`config.mk`:
```
export PLATFORM = sky130hd
export DESIGN_NAME = dcache_ctrl
export DESIGN_NICKNAME = d
export VERILOG_FILES = /design/src/rtl/dcache_ctrl.sv
export SDC_FILE = /design/constraint.sdc
export NUM_CORES = 1
export LEC_CHECK = 0
export CORE_AREA = 2 2 208 210
export CTS_CLUSTER_SIZE = 8
export DETAILED_ROUTE_END_ITERATION = 12
export DIE_AREA = 0 0 210 212
export SYNTH_ARGS = -nofsm -noshare
export SYNTH_HDL_FRONTEND = slang
export SYNTH_SLANG_ARGS = --single-unit
export TNS_END_PERCENT = 5
```
`constraint.sdc`:
```
create_clock -name clk_i -period 5.3 [get_ports clk_i]
set_input_delay 1.59 -clock clk_i [delete_from_list [all_inputs] [get_ports clk_i]]
set_output_delay 1.59 -clock clk_i [all_outputs]
set_load 0.01 [all_outputs]
```
`src/rtl/dcache_ctrl.sv`:
```
// Single-port line data cache sequencer: lookup, miss fill, clean install and dirty-victim writeback.
// Define DCACHE_CTRL_PERF_EN to add hit/miss/writeback counters (perf_*_o ports).
module dcache_ctrl #(
    parameter int addr_width = 16,
    parameter int line_width = 64
) (
    input  logic                  clk_i,
    input  logic                  rst_ni,
    input  logic                  req_valid_i,
    output logic                  req_ready_o,
    input  logic                  req_we_i,
    input  logic [addr_width-1:0] req_addr_i,
    input  logic [line_width-1:0] req_wdata_i,
    output logic                  resp_valid_o,
    output logic [line_width-1:0] resp_data_o,
    output logic [addr_width-1:0] cache_addr_o,
    output logic                  cache_r_valid_o,
    output logic                  cache_w_valid_o,
    output logic                  cache_dirty_o,
    output logic [line_width-1:0] cache_wdata_o,
    input  logic                  cache_r_valid_i,
    input  logic                  cache_r_miss_i,
    input  logic [line_width-1:0] cache_rdata_i,
    input  logic                  cache_ej_valid_i,
    input  logic [addr_width-1:0] cache_ej_addr_i,
    input  logic [line_width-1:0] cache_ej_data_i,
    output logic                  mem_req_valid_o,
    input  logic                  mem_req_ready_i,
    output logic                  mem_we_o,
    output logic [addr_width-1:0] mem_addr_o,
    output logic [line_width-1:0] mem_wdata_o,
    input  logic                  mem_rvalid_i,
    input  logic [line_width-1:0] mem_rdata_i
`ifdef DCACHE_CTRL_PERF_EN
    ,
    output logic [31:0]           perf_hits_o,
    output logic [31:0]           perf_misses_o,
    output logic [31:0]           perf_wbs_o
`endif
);

    typedef enum logic [2:0] {
        S_IDLE, S_LOOKUP, S_FILL_REQ, S_FILL_WAIT, S_INSTALL, S_EJECT, S_WB_REQ, S_RESP
    } state_t;

    state_t                r_state;
    logic [addr_width-1:0] r_addr;
    logic [addr_width-1:0] r_wb_addr;
    logic [line_width-1:0] r_wb_data;
    logic [line_width-1:0] r_fill;
    logic [line_width-1:0] r_resp;
    logic                  w_accept;
    logic                  w_accept_wr;
    logic                  w_hit;

    assign req_ready_o = rst_ni && (r_state == S_IDLE);
    assign w_accept    = req_valid_i && req_ready_o;
    assign w_accept_wr = w_accept && req_we_i;
    assign w_hit       = cache_r_valid_i && !cache_r_miss_i;

    always_ff @(posedge clk_i or negedge rst_ni) begin
        if (!rst_ni) begin
            r_state   <= S_IDLE;
            r_addr    <= '0;
            r_wb_addr <= '0;
            r_wb_data <= '0;
            r_fill    <= '0;
            r_resp    <= '0;
        end else begin
            case (r_state)
                S_IDLE: begin
                    if (w_accept) begin
                        r_addr  <= req_addr_i;
                        r_state <= req_we_i ? S_EJECT : S_LOOKUP;
                    end
                end
                S_LOOKUP: begin
                    if (w_hit) begin
                        r_resp  <= cache_rdata_i;
                        r_state <= S_RESP;
                    end else begin
                        r_state <= S_FILL_REQ;
                    end
                end
                S_FILL_REQ: begin
                    if (mem_req_ready_i) r_state <= S_FILL_WAIT;
                end
                S_FILL_WAIT: begin
                    if (mem_rvalid_i) begin
                        r_fill  <= mem_rdata_i;
                        r_resp  <= mem_rdata_i;
                        r_state <= S_INSTALL;
                    end
                end
                S_INSTALL: r_state <= S_EJECT;
                // The cache reports a dirty victim one cycle after any write strobe
                S_EJECT: begin
                    if (cache_ej_valid_i) begin
                        r_wb_addr <= cache_ej_addr_i;
                        r_wb_data <= cache_ej_data_i;
                        r_state   <= S_WB_REQ;
                    end else begin
                        r_state <= S_RESP;
                    end
                end
                S_WB_REQ: begin
                    if (mem_req_ready_i) r_state <= S_RESP;
                end
                S_RESP:  r_state <= S_IDLE;
                default: r_state <= S_IDLE;
            endcase
        end
    end

    assign cache_r_valid_o = w_accept && !req_we_i;
    assign cache_w_valid_o = w_accept_wr || (r_state == S_INSTALL);
    assign cache_dirty_o   = w_accept_wr;
    assign cache_addr_o    = w_accept ? req_addr_i :
                             (r_state == S_INSTALL) ? r_addr : '0;
    assign cache_wdata_o   = w_accept_wr ? req_wdata_i :
                             (r_state == S_INSTALL) ? r_fill : '0;

    assign mem_req_valid_o = (r_state == S_FILL_REQ) || (r_state == S_WB_REQ);
    assign mem_we_o        = (r_state == S_WB_REQ);
    assign mem_addr_o      = (r_state == S_WB_REQ) ? r_wb_addr :
                             (r_state == S_FILL_REQ) ? r_addr : '0;
    assign mem_wdata_o     = (r_state == S_WB_REQ) ? r_wb_data : '0;

    assign resp_valid_o    = (r_state == S_RESP);
    assign resp_data_o     = r_resp;

`ifdef DCACHE_CTRL_PERF_EN
    logic [31:0] r_hits;
    logic [31:0] r_misses;
    logic [31:0] r_wbs;

    always_ff @(posedge clk_i or negedge rst_ni) begin
        if (!rst_ni) begin
            r_hits   <= '0;
            r_misses <= '0;
            r_wbs    <= '0;
        end else begin
            if (r_state == S_LOOKUP) begin
                if (w_hit) r_hits   <= r_hits + 32'd1;
                else       r_misses <= r_misses + 32'd1;
            end
            if ((r_state == S_WB_REQ) && mem_req_ready_i) r_wbs <= r_wbs + 32'd1;
        end
    end

    assign perf_hits_o   = r_hits;
    assign perf_misses_o = r_misses;
    assign perf_wbs_o    = r_wbs;
`endif

endmodule

```
# Yosys cells after proc, flatten, opt, wreduce, memory -nomap -nowiden
# Cells that the tools add are included.
[word_totals] regBits=227 latchBits=0 ram_bits=0 romBits=0 output_inout_bits=231 word_cells=52 mem_count=0
[classes] add_sub_neg=0 n_mul=0 div=0 magnitude_cmp=0 n_eq_ne=12 shift=0 muxes=18 bitwise_logic=0 reduce_logical=16
[op_table] cell="$mux W64" count=5
[op_table] cell="$pmux W64 S2" count=1
[op_table] cell="$mux W16" count=4
[op_table] cell="$pmux W3 S8" count=1
[op_table] cell="$mux W3" count=6
[op_table] cell="$eq A3 B3 Y1 const B" count=4
[op_table] cell="$ne A2 B2 Y1 const B" count=5
[op_table] cell="$eq A3 B2 Y1 const B" count=2
[op_table] cell="$reduce_and A2 Y1" count=3
[op_table] cell="$logic_and A1 B1 Y1" count=5
[op_table] cell="$reduce_and A4 Y1" count=1
[op_table] cell="$eq A3 B1 Y1 const B" count=1
[op_table] cell="$logic_not A3 Y1" count=1
[op_table] cell="$reduce_and A3 Y1" count=1
[op_table] cell="$logic_not A1 Y1" count=2
[op_table] cell="$logic_or A1 B1 Y1" count=2
[op_table] cell="$reduce_bool A2 Y1" count=1
[op_table] cell="$mux W1" count=1

# Depth between registers and ports, before layout
[depth] depth_word=5 ltp_mapped=7 depth_no_buf=4

# Worst setup path after synthesis
# No wires, ideal clock.
[synth_path] kind="input to output" from="in req_valid_i" to="out cache_r_valid_o" arrival_time_ns=2.373 path_slack_ns=1.337 cell_stages=4 path_cell_list="and3_1 > buf_2 > clkbuf_1 > nor2b_1"
[synth_between] elab_chain_cells=2
[synth_lines] element="start: declaration" line_no="9" text="input logic req_valid_i,"
[synth_lines] element="$logic_and A1 B1 Y1" line_no="57" text="assign w_accept = req_valid_i && req_ready_o;"
[synth_lines] element="$logic_and A1 B1 Y1" line_no="115" text="assign cache_r_valid_o = w_accept && !req_we_i;"
[synth_lines] element="end: declaration" line_no="17" text="output logic cache_r_valid_o,"
# Every way passes these cells.

# Worst setup path after layout
[layout_path] from="in req_we_i" to="out cache_wdata_o[38]"
[layout_between] elab_chain_cells=2
[layout_lines] element="start: declaration" line_no="11" text="input logic req_we_i,"
[layout_lines] element="$logic_and A1 B1 Y1" line_no="58" text="assign w_accept_wr = w_accept && req_we_i;"
[layout_lines] element="$mux W64" line_no="120" text="assign cache_wdata_o = w_accept_wr ? req_wdata_i :"
[layout_lines] element="end: declaration" line_no="20" text="output logic [line_width-1:0] cache_wdata_o,"
# Every way passes these cells.

==> impl_results.md <==
* Outcome: finished clean
* Avg WL per Cell at around 20 um
* Skew final at 0.0169 ns
* Finish-stage setup viols at 0
* Worst-skew pair later-pin latency at 0.51 ns
* Placer Congestion at 0.764
* Longest Clk Path Bufs at 3
* Post-synth EDFFs at 0
* Sequential fraction of the synthesis area at 52.6%
* # port buffers at around 530
* Peak supply drop at 0.000296 V
* Slew Limit Fails at 0
* Root Buffer: clkbuf_16
* Crit end category: output port
* TNS Setup at 0 ns
* Vias in the first global route at 9,254
* Via Count at 8,557
* GR Util All Layers at around 16%
* Syn Area/Cell at 13.6 sq um
* Synthesis Warnings at 0
* Placed cell areas at around 17,000 sq um
* Crit path arrival time at ~3.5 ns
* Violation count after the first detailed-route iteration at 393
* Detailed Place HPWL at between 20,000 and 30,000 um
* Most common cell in the synthesized netlist: mux2_2
* Critical path type: in2out
* Global-route wire length before repair at about 55,000 um
* Worst-margin pin slew at between 1 and 1.5 ns
* Die Y at 212 um
* Yosys reg bits at around 230
* Synth cell types at 32
* Core region area at roughly 43,000 sq um
* Routed vias/inst at 4.61
* Synth top cells by count: 287 x mux2_2, 227 x dfrtp_1, 80 x a22o_1
* Inserted Clock Buffers at 34
* Clock tree sinks at 227
* Post-CTS sizing at 0
* Post-DRT Antenna Nets at 0
* Pwr/cell area at 521 nW/um^2
* Row count at 76
* Unrepaired setup endpoints after global routing: no
* Hold-fix buffers, CTS at 0
* Tot Pwr at 9190 uW
* Fin. Hold Viols at 0
* Syn_nets at 1,089
* Worst hold slack at 0.489 ns
* Worst Setup Start Kind: primary input
* Cell area after synthesis at roughly 11,000 sq um
* Cell taking the most area after synthesis: dfrtp_1
* R2R depth at 6
* # IOs at 528
* Dominant cells by area after synthesis: dfrtp_1 53%, mux2_2 30%, a22o_1 6.5%
* Lkg Pwr at 0.00739 uW
* Hold path depth at 1
* F_max at 196 MHz
* Die span in x at approximately 210 um
* Post-CTS Setup Inserts at 0
* Fraction of registers with async set/reset at 100%
* Crit share post-route at a little over nine tenths
* Syn-to-layout area delta at 63.1%
* Cells after synthesis at 792
* First-pass DRT Iterations at 4
* Hold WC Path Type: reg2reg
* Max_cap viols at 0
* Antenna violations before repair at 0
* WP data required at 3.71 ns
* Ys flop type: dfrtp_1
* Largest net degree at the start of global routing at 90
* Slew headroom at 31.0%
* Total grt overflow at 0
* Number of diodes at 0
* Final Critical Period at between 5 and 6 ns
* Clock transition at path regs at 0.05 ns
* Residual DRC at 0
* Critical Path Fanout Max at 66
* WL final at 36,700 um
* Die footprint at ~45,000 sq um
* Layout cell share with drive strength beyond 1 at 26.8%
* Starting Density at 25.4%
* H-tree depth at 2
* Post-route design area at 17,600 sq um
* CTS tree: done
* Final #Nets at around 1,600
* Top cell type's share of synthesized area at 52.6%
==> path summary, 6_finish.rpt <==
path / start / end / slack, ns
min in group asynchronous: rst_ni / r_addr[3] / 0.84
hold reg to reg: resp_data_o[6] / resp_data_o[6] / 0.49
setup / recovery: req_we_i / cache_wdata_o[38] / 0.19
max in group asynchronous: rst_ni / resp_data_o[34] / 2.57
setup reg to reg: r_state[2] / resp_data_o[41] / 2.22
hold / removal: resp_data_o[6] / resp_data_o[6] / 0.49
==> sequential cells by signal, summed over array words and instances (netlist names) <==
signal / cells
r_fill: 64
r_wb_addr: 16
r_state: 3
r_wb_data: 64
resp_data_o: 64
r_addr: 16
==> final cells by class <==
type,instances,area [sq um]
clock buffer,42,955
fill,4015,24900
inverter,3,11.3
multi-input combinational,494,4790
sequential,227,5680
tap,546,683
timing repair buffer,546,5500
==> power by group <==
part           internal [uW]  switching (uW)
clock network           1240             742
registers               2620             518
logic                   2420            1650
total                   6280            2910
==> metrics by stage <==
step | setup slack [ns] | cells | utilization, %
6_report | 0.185 | 1858 | 41.5
3_3_place_gp | 0.246 | 1816 | 39.2
3_5_place_dp | 0.191 | 1816 | 39.2
4_1_cts | 0.180 | 1858 | 41.5
2_1_floorplan | 1.34 | 792 | -
5_1_grt | 0.103 | 1858 | 41.5
==> routing by layer <==
layer / share of wire, % / GRT usage (%) / routed length [um]
met1: 40 / 18.6 / 14800
met2: 49 / 27.7 / 17800
met3: 9.2 / 6.32 / 3400
met4: 1.9 / 4.06 / 682
met5: 0 / 0 / 0
==> logic make-up after synthesis <==
| logic type | share of synthesized area (%) |
|---|---|
| AO/OA/AOI/OAI | 7.19 |
| buffers and inverters | 3.17 |
| flip-flops | 52.6 |
| multiplexers | 31.5 |
| AND/OR/NAND/NOR | 5.54 |
==> cell usage in the layout, fill, tap and decap left out, types with 2 or more instances in the layout <==
cell type,instances
a22o_1,80
and3_1,66
buf_12,6
buf_4,13
clkbuf_1,4
clkbuf_16,37
clkdlybuf4s50_1,526
dfrtp_1,226
inv_1,3
mux2_2,287
mux2i_1,16
nand2_1,2
nand2b_1,3
nor2_1,17
nor2b_1,2
nor3_1,2
or2_2,2
==> critical path, stage by stage <==
cell and delay (ns):
clkdlybuf4s50_1 0.56, and4_2 0.27, buf_12 0.24, a22o_1 0.21
clkdlybuf4s50_1 0.55
Note: power is estimated with default switching activity, not from simulation.
